### src/rtl/srdl_apb_regif.sv
// APB4 slave front end for a generated register block: turns each APB transfer into a
// single-cycle register access strobe and returns the captured read value with optional wait states.
module srdl_apb_regif #(
    parameter int NREGS        = 8,
    parameter int DATA_W       = 32,
    parameter int ADDR_W       = 12,
    parameter int WAIT_STATES  = 0,
    parameter int ERR_UNMAPPED = 1
) (
    input  logic                    clk,
    input  logic                    rst,
    input  logic                    psel,
    input  logic                    penable,
    input  logic                    pwrite,
    input  logic [ADDR_W-1:0]       paddr,
    input  logic [DATA_W-1:0]       pwdata,
    input  logic [DATA_W/8-1:0]     pstrb,
    output logic                    pready,
    output logic [DATA_W-1:0]       prdata,
    output logic                    pslverr,
    output logic [NREGS-1:0]        reg_acc,
    output logic                    reg_rd,
    output logic                    reg_wr,
    output logic [DATA_W-1:0]       reg_wdata,
    output logic [DATA_W-1:0]       reg_wmask,
    input  logic [NREGS*DATA_W-1:0] reg_rdata
);
    // state  | meaning
    // IDLE   | waiting for an APB access phase
    // STROBE | single cycle: register strobes out, read value captured
    // WAIT   | counting down configured wait states
    // DONE   | pready (and pslverr) for one cycle
    typedef enum logic [1:0] {IDLE, STROBE, WAIT, DONE} state_t;

    localparam int         IDX_W     = (NREGS > 1) ? $clog2(NREGS) : 1;
    localparam int         NBYTES    = DATA_W / 8;
    localparam logic [2:0] WAIT_LOAD = (WAIT_STATES > 0) ? 3'(WAIT_STATES - 1) : 3'd0;

    state_t              state, state_nxt;
    logic [IDX_W-1:0]    idx_q;
    logic                write_q, mapped_q, noop_q;
    logic [DATA_W-1:0]   wdata_q;
    logic [NBYTES-1:0]   strb_q;
    logic [2:0]          wait_cnt;

    logic                access, mapped_d, noop_d, strobe;
    logic [ADDR_W-3:0]   idx_full;
    logic [DATA_W-1:0]   rdata_sel;

    assign access   = psel && penable;
    assign idx_full = paddr[ADDR_W-1:2];
    assign mapped_d = (32'(idx_full) < 32'(NREGS)) && (paddr[1:0] == 2'b00);
    assign noop_d   = pwrite && (pstrb == '0);

    always_comb begin
        state_nxt = state;
        case (state)
            IDLE:    if (access) state_nxt = STROBE;
            STROBE:  if (!access)               state_nxt = IDLE;
                     else if (WAIT_STATES > 0)  state_nxt = WAIT;
                     else                       state_nxt = DONE;
            WAIT:    if (!access)               state_nxt = IDLE;
                     else if (wait_cnt == 3'd0) state_nxt = DONE;
            DONE:    state_nxt = IDLE;
            default: state_nxt = IDLE;
        endcase
    end

    always_ff @(posedge clk or posedge rst) begin
        if (rst) begin
            state    <= IDLE;
            idx_q    <= '0;
            write_q  <= 1'b0;
            mapped_q <= 1'b0;
            noop_q   <= 1'b0;
            wdata_q  <= '0;
            strb_q   <= '0;
            wait_cnt <= 3'd0;
            prdata   <= '0;
        end else begin
            state <= state_nxt;
            if (state == IDLE && access) begin
                idx_q    <= paddr[2 +: IDX_W];
                write_q  <= pwrite;
                mapped_q <= mapped_d;
                noop_q   <= noop_d;
                wdata_q  <= pwdata;
                strb_q   <= pstrb;
            end
            if (state == STROBE)
                wait_cnt <= WAIT_LOAD;
            else if (state == WAIT && wait_cnt != 3'd0)
                wait_cnt <= wait_cnt - 3'd1;
            // Captured alongside the read strobe so read-side-effect fields return their old value
            if (state == STROBE)
                prdata <= (mapped_q && !write_q) ? rdata_sel : '0;
        end
    end

    assign rdata_sel = reg_rdata[int'(idx_q)*DATA_W +: DATA_W];

    always_comb begin
        reg_wmask = '0;
        for (int b = 0; b < NBYTES; b++)
            reg_wmask[b*8 +: 8] = {8{strb_q[b]}};
    end

    assign strobe    = (state == STROBE) && mapped_q && !noop_q;
    assign reg_acc   = strobe ? (NREGS'(1) << idx_q) : '0;
    assign reg_rd    = strobe && !write_q;
    assign reg_wr    = strobe && write_q;
    assign reg_wdata = wdata_q;
    assign pready    = (state == DONE);
    assign pslverr   = (state == DONE) && (ERR_UNMAPPED != 0) && !mapped_q;
endmodule

### config.mk
export PLATFORM = sky130hd
export DESIGN_NAME = srdl_apb_regif
export DESIGN_NICKNAME = d
export VERILOG_FILES = /design/src/rtl/srdl_apb_regif.sv
export SDC_FILE = /design/constraint.sdc
export NUM_CORES = 1
export LEC_CHECK = 0
export CORE_AREA = 4 4 159 161
export DETAILED_ROUTE_END_ITERATION = 6
export DIE_AREA = 0 0 163 165
export MAX_ROUTING_LAYER = met4
export SLEW_MARGIN = 25
export SYNTH_ARGS = -nofsm -noshare
export SYNTH_HDL_FRONTEND = slang
export SYNTH_SLANG_ARGS = --single-unit
### constraint.sdc
create_clock -name clk -period 6.7 [get_ports clk]
set_input_delay 0.67 -clock clk [delete_from_list [all_inputs] [get_ports clk]]
set_output_delay 0.67 -clock clk [all_outputs]
set_load 0.1 [all_outputs]
Yosys cells after proc, flatten, opt, wreduce, memory -nomap -nowiden

Index checks and enable logic that the tools add are counted.

Register bits: 79
Input port bits: 309

Add/sub/neg operators: 1
Magnitude comparators: 1
Equal/unequal tests: 5
Shifts and indexed selects: 2
Mux-type cells: 9
Reductions and logical operators: 21

Operators with widths:

| operator                                                               | number |
|---|---|
| 256-bit by 9-bit indexed part select with 32-bit output                | 1 |
| 32-bit two-way mux                                                     | 1 |
| 1-bit logical AND                                                      | 11 |
| 10-bit by 4-bit < comparator with 1-bit output (second input constant) | 1 |
| 2-bit two-way mux                                                      | 4 |
| 8-bit two-way mux                                                      | 1 |
| 2-bit case mux with 4 select lines                                     | 1 |
| 1-bit by 3-bit left shift with 8-bit output (first input constant)     | 1 |
| 3-bit two-way mux                                                      | 2 |
| 2-bit == test (second input constant)                                  | 2 |
| 2-bit zero test                                                        | 2 |
| 4-bit zero test                                                        | 1 |
| 1-bit zero test                                                        | 3 |
| 3-bit zero test                                                        | 1 |
| 3-bit inequality test (second input constant)                          | 1 |
| 3-bit nonzero test                                                     | 1 |
| 3-bit by 1-bit subtractor with 3-bit output (second input constant)    | 1 |
| 2-bit by 1-bit == test with 1-bit output (second input constant)       | 1 |
| 2-bit inequality test (second input constant)                          | 1 |
| 2-bit AND reduction                                                    | 1 |
| 2-bit nonzero test                                                     | 1 |

Depth between registers and ports, before layout

Gate-level depths: netlist of the first run.

Depth in word-level cells: 4
Mapped depth: 8
Depth with buffers taken out: 6

Worst setup path before layout of the first run

Ideal clock, no wire load.

Path type: register to output
Start: reg state[1]
End: out reg_acc[0]
Arrival time: 3.246 ns
Data required time: 6.030 ns
Setup slack: 2.784 ns
Stages on the path, launching flop included: 7
Path buffers: 1
Cell sequence: dfrtp_1 -> inv_1 -> ha_1 -> buf_2 -> nand2_1 -> or3_1 -> nor3_1

Longest elaborated chain between the ends: 4

RTL lines:

| item                                     | RTL line | source |
|---|---|---|
| from (decl)                              | 39       | `state_t state, state_nxt;` |
| from (signal assigned)                   | 81       | `state <= state_nxt;` |
| 2-bit by 1-bit == test with 1-bit output | 108      | `assign strobe = (state == STROBE) && mapped_q && !noop_q;` |
| 1-bit logical AND (2 in series)          | 108      |  |
| 8-bit two-way mux                        | 109      | `assign reg_acc = strobe ? (NREGS'(1) << idx_q) : '0;` |
| to (decl)                                | 21       | `output logic [NREGS-1:0] reg_acc,` |

No other way between the ends.

Final worst setup path of the first run

Ends and elaborated chain as after synthesis.

==> results of run 1 <==
## power groups by stage
| stage | Combinational (W) | Clock [W] | Sequential [W] |
|---|---|---|---|
| finish | 0.00327 | 0.000553 | 0.000780 |
| global route | 0.00341 | 0.000598 | 0.000809 |
| CTS | 0.00330 | 0.000576 | 0.000787 |
| detailed placement | 0.00329 | 0 | 0.000791 |
| global placement | 0.00329 | 0 | 0.000785 |
| floorplan | 0.00190 | 0 | 0.00151 |
## cell usage after synthesis, drive strengths merged (2+ instances only)
cell	count	share of area, %
nor4	3	0.34
nand2b	6	0.81
buf	64	8.9
nand3	2	0.18
ha	6	1.3
a21oi	6	0.54
o221ai	16	2.5
mux2i	74	13
nand2	13	0.88
o221a	11	2.2
o21a	16	2.2
o22a	11	1.7
mux2	62	13
nor2	12	0.81
o22ai	49	5.5
o21ai	33	3.0
or2	2	0.23
clkbuf	7	0.54
dfrtp	79	36
nor3	3	0.27
or3	2	0.22
a221oi	5	1.0
inv	42	2.8
## final timing paths
| kind | start | endpoint |
|---|---|---|
| max reg2reg | idx_q[1] | prdata[13] |
| max | state[1] | reg_acc[0] |
| min | reg_wdata[25] | reg_wdata[25] |
| min reg2reg | reg_wdata[25] | reg_wdata[25] |
| min in group asynchronous | rst | reg_wdata[4] |
| max in group asynchronous | rst | idx_q[1] |
## worst max-delay path, delay by kind of cell (launching register included)
kind | cells | cell delay [ns]
fa+ha+maj | 1 | 0.75
buf+inv | 2 | 1.27
flops | 1 | 0.40
simple gates | 3 | 0.94
## flip-flops by register name, indices dropped and copies added (netlist names)
register,cells
strb_q,4
wait_cnt,3
reg_wdata,32
prdata,32
idx_q,3
state,2
write_q,1
mapped_q,1
noop_q,1
## layout make-up
| cell class | count | area [µm²] |
|---|---|---|
| clock buffer | 10 | 229 |
| clock inverter | 6 | 92.6 |
| fill | 2400 | 14000 |
| inverter | 42 | 159 |
| multi-input combinational | 346 | 2920 |
| sequential | 79 | 1980 |
| tap | 324 | 405 |
| timing repair buffer | 423 | 4220 |
## per-layer routing
layer | wire, µm | GRT usage [%] | share of wire (%) | vias to the layer above
met5 | 0 | - | 0 | -
met1 | 10100 | 20.8 | 41 | 2659
li1 | - | - | - | 2691
met2 | 11700 | 29.0 | 48 | 277
met4 | 561 | 4.99 | 2.3 | 0
met3 | 2070 | 5.42 | 8.4 | 24
## layout by cell type (no fill, tap or decap), drive strengths merged, types with 6 or more instances in the layout
master / instances
inv: 43
o221a: 11
a21oi: 6
nor2: 12
o22a: 11
o221ai: 16
dfrtp: 79
nand2: 13
clkdlybuf4s50: 416
mux2i: 74
clkbuf: 10
ha: 6
o21ai: 33
o22ai: 49
mux2: 62
nand2b: 6
buf: 7
o21a: 16
## through the flow
stage / total power (W) / setup WS (ns) / cells / util (%)
after floorplan: 0.00341 / 2.78 / 538 / -
after detailed placement: 0.00408 / 2.63 / 1214 / 40.4
after CTS: 0.00466 / 2.25 / 1230 / 41.7
after global placement: 0.00408 / 2.66 / 1214 / 40.4
final: 0.00460 / 2.33 / 1230 / 41.7
after global routing: 0.00482 / 2.13 / 1230 / 41.7
## kinds of logic (layout without fill, tap and decap cells)
group / after synthesis / after routing / share of synthesized area [%]
AO/OA/AOI/OAI: 154 / 154 / 19.7
buffers and inverters: 113 / 481 / 12.3
AND/OR/NAND/NOR: 48 / 48 / 4.34
adder cells (fa/ha/maj): 6 / 6 / 1.35
XOR/XNOR: 2 / 2 / 0.315
multiplexers: 136 / 136 / 26.5
flip-flops: 79 / 79 / 35.5
==> impl_metrics.py, run 1 <==
metrics = {
    "pwr": {
        "combPwrFrac_pct": 71.0,
        "cellLeakagePower_nw": 3.91,
        "switching_share_pct": 57.4,
        "seqPwrFrac_pct": 17.0,
        "max-vdd-ir-drop_mv": 0.454,
        "powerDensity_nw_per_um2": 460,
        "pwr-share-clk_pct": 12.0,
        "power.switching_w": 0.00264,
        "p_int_w": 0.00196,
    },
    "clock_tree": {
        "root_buffer": "clkbuf_16",
        "cts.repair.resized": 0,
        "cts_tree": "yes",
        "cts_max_path_buffers": 2,
        "clock_latency_ns": 0.34,
        "cts.htree.levels": 3,
        "cts_buffers": 9,
        "clock_sinks": 79,
        "path_clk_slew_ns": 0.06,
        "hold_buffers": 0,
        "post_cts_buffers": 0,
    },
    "logic_synthesis": {
        "synth.yosys.seq_area_share_pct": 35.5,
        "synth-main-ff-cell": "dfrtp_1",
        "netlist_area_um2": 5560,
        "synth_cell_types": 48,
        "avgSynthCellArea_um2": 10.3,
        "syn-num-nets": 853,
        "synth_edf_count": 0,
        "syn_inst": 538,
        "yosysWarnings": 0,
        "async_flop_share_pct": 100,
        "synth-seq-cells": 79,
    },
    "status": {
        "outcome": "finished clean",
    },
    "grt": {
        "grt_max_degree": 59,
        "antenna_found_initial": 0,
        "grt_pass1_vias": 5916,
        "grt_usage_pct": 17.6,
        "grt-ovfl-total": 0,
        "grt_pass1_wl_um": 35000,
    },
    "routing": {
        "drtIter0Drc": 260,
        "drt-total-wl_um": 24500,
        "dr.pass1.iters": 5,
        "drc": 0,
        "vias_per_cell": 4.59,
        "wl_per_cell_um": 19.9,
        "antenna_left": 0,
        "routed-via-count": 5651,
    },
    "critical_path": {
        "critPathMaxStageDelay_ns": 1.17,
        "reg2regPathDepth": 5,
        "cp_max_fo": 36,
        "cp-end-kind": "primary output",
        "worstSetupStartpointType": "flip-flop",
        "path_class": "reg2out",
        "cp.required_ns": 6.03,
        "worstPathCellList": "inv_1, ha_2, nand2_1, or3_1, nor3_1, clkdlybuf4s50_1",
        "reg2reg_setup_slack_ns": 3.75,
        "crit_slowest_cell": "clkdlybuf4s50_1",
        "crit_arrival_ns": 3.70,
    },
    "min_path": {
        "min_path_type": "reg2reg",
        "min_path_cells": 1,
    },
    "layout": {
        "synthToLayoutAreaGrowth_pct": 79.7,
        "drive_gt1_share_pct": 10.6,
        "final_area_um2": 10000,
        "antenna_cells": 0,
        "nets": 1216,
    },
    "timing": {
        "period_share_pct": 65.3,
        "hold_viol_final": 0,
        "slew_headroom_pct": 29.3,
        "grt_setup_unrepaired": "no",
        "setup_violations": 0,
        "finClkSkew_ns": 0.0136,
        "timing.final.crit_period_ns": 4.37,
        "setup_tns_ns": 0,
        "tightest_slew_ns": 1.06,
        "max_freq_ghz": 0.229,
        "drv_slew": 0,
        "whs_ns": 0.504,
    },
    "floorplanning": {
        "placementRows": 57,
        "die_area_um2": 26900,
        "die_y_um": 165,
        "ios": 417,
        "coreArea_um2": 24000,
        "die_width_um": 163,
        "initial_utilization_pct": 23.2,
    },
    "place": {
        "gp_congestion": 0.788,
        "dp.final_hpwl_um": 19200,
        "port_buffers": 416,
        "dpl-instance-area_um2": 9680,
    },
    "job": {
        "cap_violations": 0,
    },
}
Note: power is estimated with default switching activity, not from simulation.
==> run 2: changes to the inputs <==
--- a/config.mk
+++ b/config.mk
@@ -5,9 +5,9 @@
 export SDC_FILE = /design/constraint.sdc
 export NUM_CORES = 1
 export LEC_CHECK = 0
-export CORE_AREA = 4 4 159 161
+export CORE_AREA = 4 4 161 163
 export DETAILED_ROUTE_END_ITERATION = 6
-export DIE_AREA = 0 0 163 165
+export DIE_AREA = 0 0 165 167
 export MAX_ROUTING_LAYER = met4
 export SLEW_MARGIN = 25
 export SYNTH_ARGS = -nofsm -noshare
==> constraint.sdc (replaced) <==
create_clock -name clk -period 3.63 [get_ports clk]
set_input_delay 0.363 -clock clk [delete_from_list [all_inputs] [get_ports clk]]
set_output_delay 0.363 -clock clk [all_outputs]
set_load 0.1 [all_outputs]
==> run 2 against run 1 <==
Effect of this change:
- global-route usage down 0.27 points
- largest power group unchanged
- critical path type unchanged
- clock-buffer cell count down 1
- critical path depth decreased by 3
- non-clock buffer count is 4 higher
- sequential share of layout area shrank 0.15 points
- die area rose by 2.5%
- combinational power increased by 83%
- flip-flop and latch count did not move
==> impl_metrics.py, run 2 (synthesis gave the netlist of run 1 again) <==
metrics = {
    "layout": {
        "antenna_cells": 0,
        "nets": 1220,
        "drive_gt1_share_pct": 12.2,
        "final_common_cell": "clkdlybuf4s50_1",
        "final_area_um2": 10100,
        "most-common-layout-cells": "clkdlybuf4s50_1, dfrtp_1, mux2i_1, mux2_2, o22ai_1",
        "postLayoutCoreUtil_pct": 41.4,
        "synthToLayoutAreaGrowth_pct": 81.1,
    },
    "clock_tree": {
        "clock_sinks": 79,
        "cts_buffers": 9,
        "cts.repair.resized": 0,
        "post_cts_buffers": 0,
        "clock_latency_ns": 0.36,
        "cts.htree.levels": 3,
        "path_clk_slew_ns": 0.07,
        "hold_buffers": 0,
        "cts_tree": "yes",
        "root_buffer": "clkbuf_16",
        "cts_max_path_buffers": 2,
    },
    "routing": {
        "wl_per_cell_um": 20.1,
        "met1_length_um": 10000,
        "drc": 0,
        "vias_per_cell": 4.51,
        "wl_met2_um": 12300,
        "antenna_left": 0,
        "met3WireLength_um": 2280,
        "drt-total-wl_um": 24800,
        "drtIter0Drc": 214,
        "top_layer_used": "met4",
        "routed-via-count": 5570,
        "dr.pass1.iters": 6,
    },
    "floorplanning": {
        "die_width_um": 165,
        "die_y_um": 167,
        "coreArea_um2": 24300,
        "die_area_um2": 27600,
        "ios": 417,
        "placementRows": 57,
        "initial_utilization_pct": 22.9,
    },
    "critical_path": {
        "path_class": "reg2out",
        "r2r-start": "idx_q[1]",
        "crit_start": "state[0]",
        "worstSetupStartpointType": "flip-flop",
        "r2r-end": "prdata[27]",
        "endpoint": "pslverr",
        "reg2reg_setup_slack_ns": 1.28,
        "reg2regPathDepth": 5,
        "crit_arrival_ns": 2.28,
        "cp-end-kind": "primary output",
        "cp.required_ns": 3.27,
        "cp_max_fo": 4,
    },
    "status": {
        "outcome": "finished clean",
    },
    "place": {
        "dp.final_hpwl_um": 19300,
        "pre_cts_ws_ns": 1.26,
        "dpl-instance-area_um2": 9790,
        "port_buffers": 416,
        "gp_congestion": 0.795,
    },
    "grt": {
        "grt-ovfl-total": 0,
        "grt_max_degree": 52,
        "grt_pass1_vias": 5982,
        "grt_usage_pct": 17.3,
        "antenna_found_initial": 0,
        "grt_pass1_wl_um": 35500,
    },
    "pwr": {
        "cellLeakagePower_nw": 3.97,
        "max-vdd-ir-drop_mv": 0.951,
        "powerDensity_nw_per_um2": 840,
    },
    "timing": {
        "hold_viol_final": 0,
        "max_freq_ghz": 0.379,
        "whs_ns": 0.402,
        "period_share_pct": 72.8,
        "finClkSkew_ns": 0.0187,
        "slew_headroom_pct": 30.1,
        "grt_setup_unrepaired": "no",
        "setup_violations": 0,
        "setup_slack_ns": 0.988,
        "timing.final.crit_period_ns": 2.64,
        "tightest_slew_ns": 1.05,
        "drv_slew": 0,
        "setup_tns_ns": 0,
    },
    "job": {
        "cap_violations": 0,
    },
    "min_path": {
        "min_path_type": "in2async",
    },
}
[run 2: cell types whose count changed in the layout (fill, tap and decap cells not counted), sizes merged]
cell / before / now
bufinv: 2 / 0
clkinvlp: 2 / 0
clkdlybuf4s50: 416 / 406
buf: 7 / 21
clkbuf: 10 / 9
clkinv: 1 / 2
inv: 43 / 47
[run 2: report_power, final]
group          internal [W]  leakage, nW  switching (W)
Clock              0.000483        0.145       0.000447
Combinational       0.00191         2.81        0.00408
Sequential          0.00112         1.01       0.000423
[run 2: through the flow]
| step | instances | power, W |
|---|---|---|
| floorplan | 538 | 0.00629 |
| global placement | 1218 | 0.00760 |
| detailed placement | 1218 | 0.00760 |
| CTS | 1234 | 0.00858 |
| global route | 1234 | 0.00887 |
| finish | 1234 | 0.00847 |
[run 2: how the worst min path moves through the flow]
stage	from	end	slack, ns	cells past startpoint
after floorplan	mapped_q	mapped_q	0.49	1
after global placement	reg_wdata[17]	reg_wdata[17]	0.49	1
after detailed placement	reg_wdata[1]	reg_wdata[1]	0.49	1
after CTS	rst	prdata[22]	0.43	2
after global routing	rst	reg_wdata[2]	0.44	2
final	rst	reg_wdata[13]	0.40	2
[run 2: final cells by class]
type	instances	area, µm²
inverters	42	163
clock inverters	7	62.6
multi-input cells	346	2920
clock buffers	9	225
well taps	324	405
repair buffers	427	4320
fillers	2399	14200
flip-flops and latches	79	1980
[run 2: routing by layer]
metal	vias to the layer above	global-route usage, %
li1	2700	-
met3	16	5.36
met4	0	3.07
met5	-	-
met1	2598	20.0
met2	256	29.7
[run 2: worst max-delay path: stages, from the launching register on]
cell,delay [ns]
dfrtp_1,0.40
ha_1,0.23
nor2b_1,0.16
clkdlybuf4s50_1,1.15
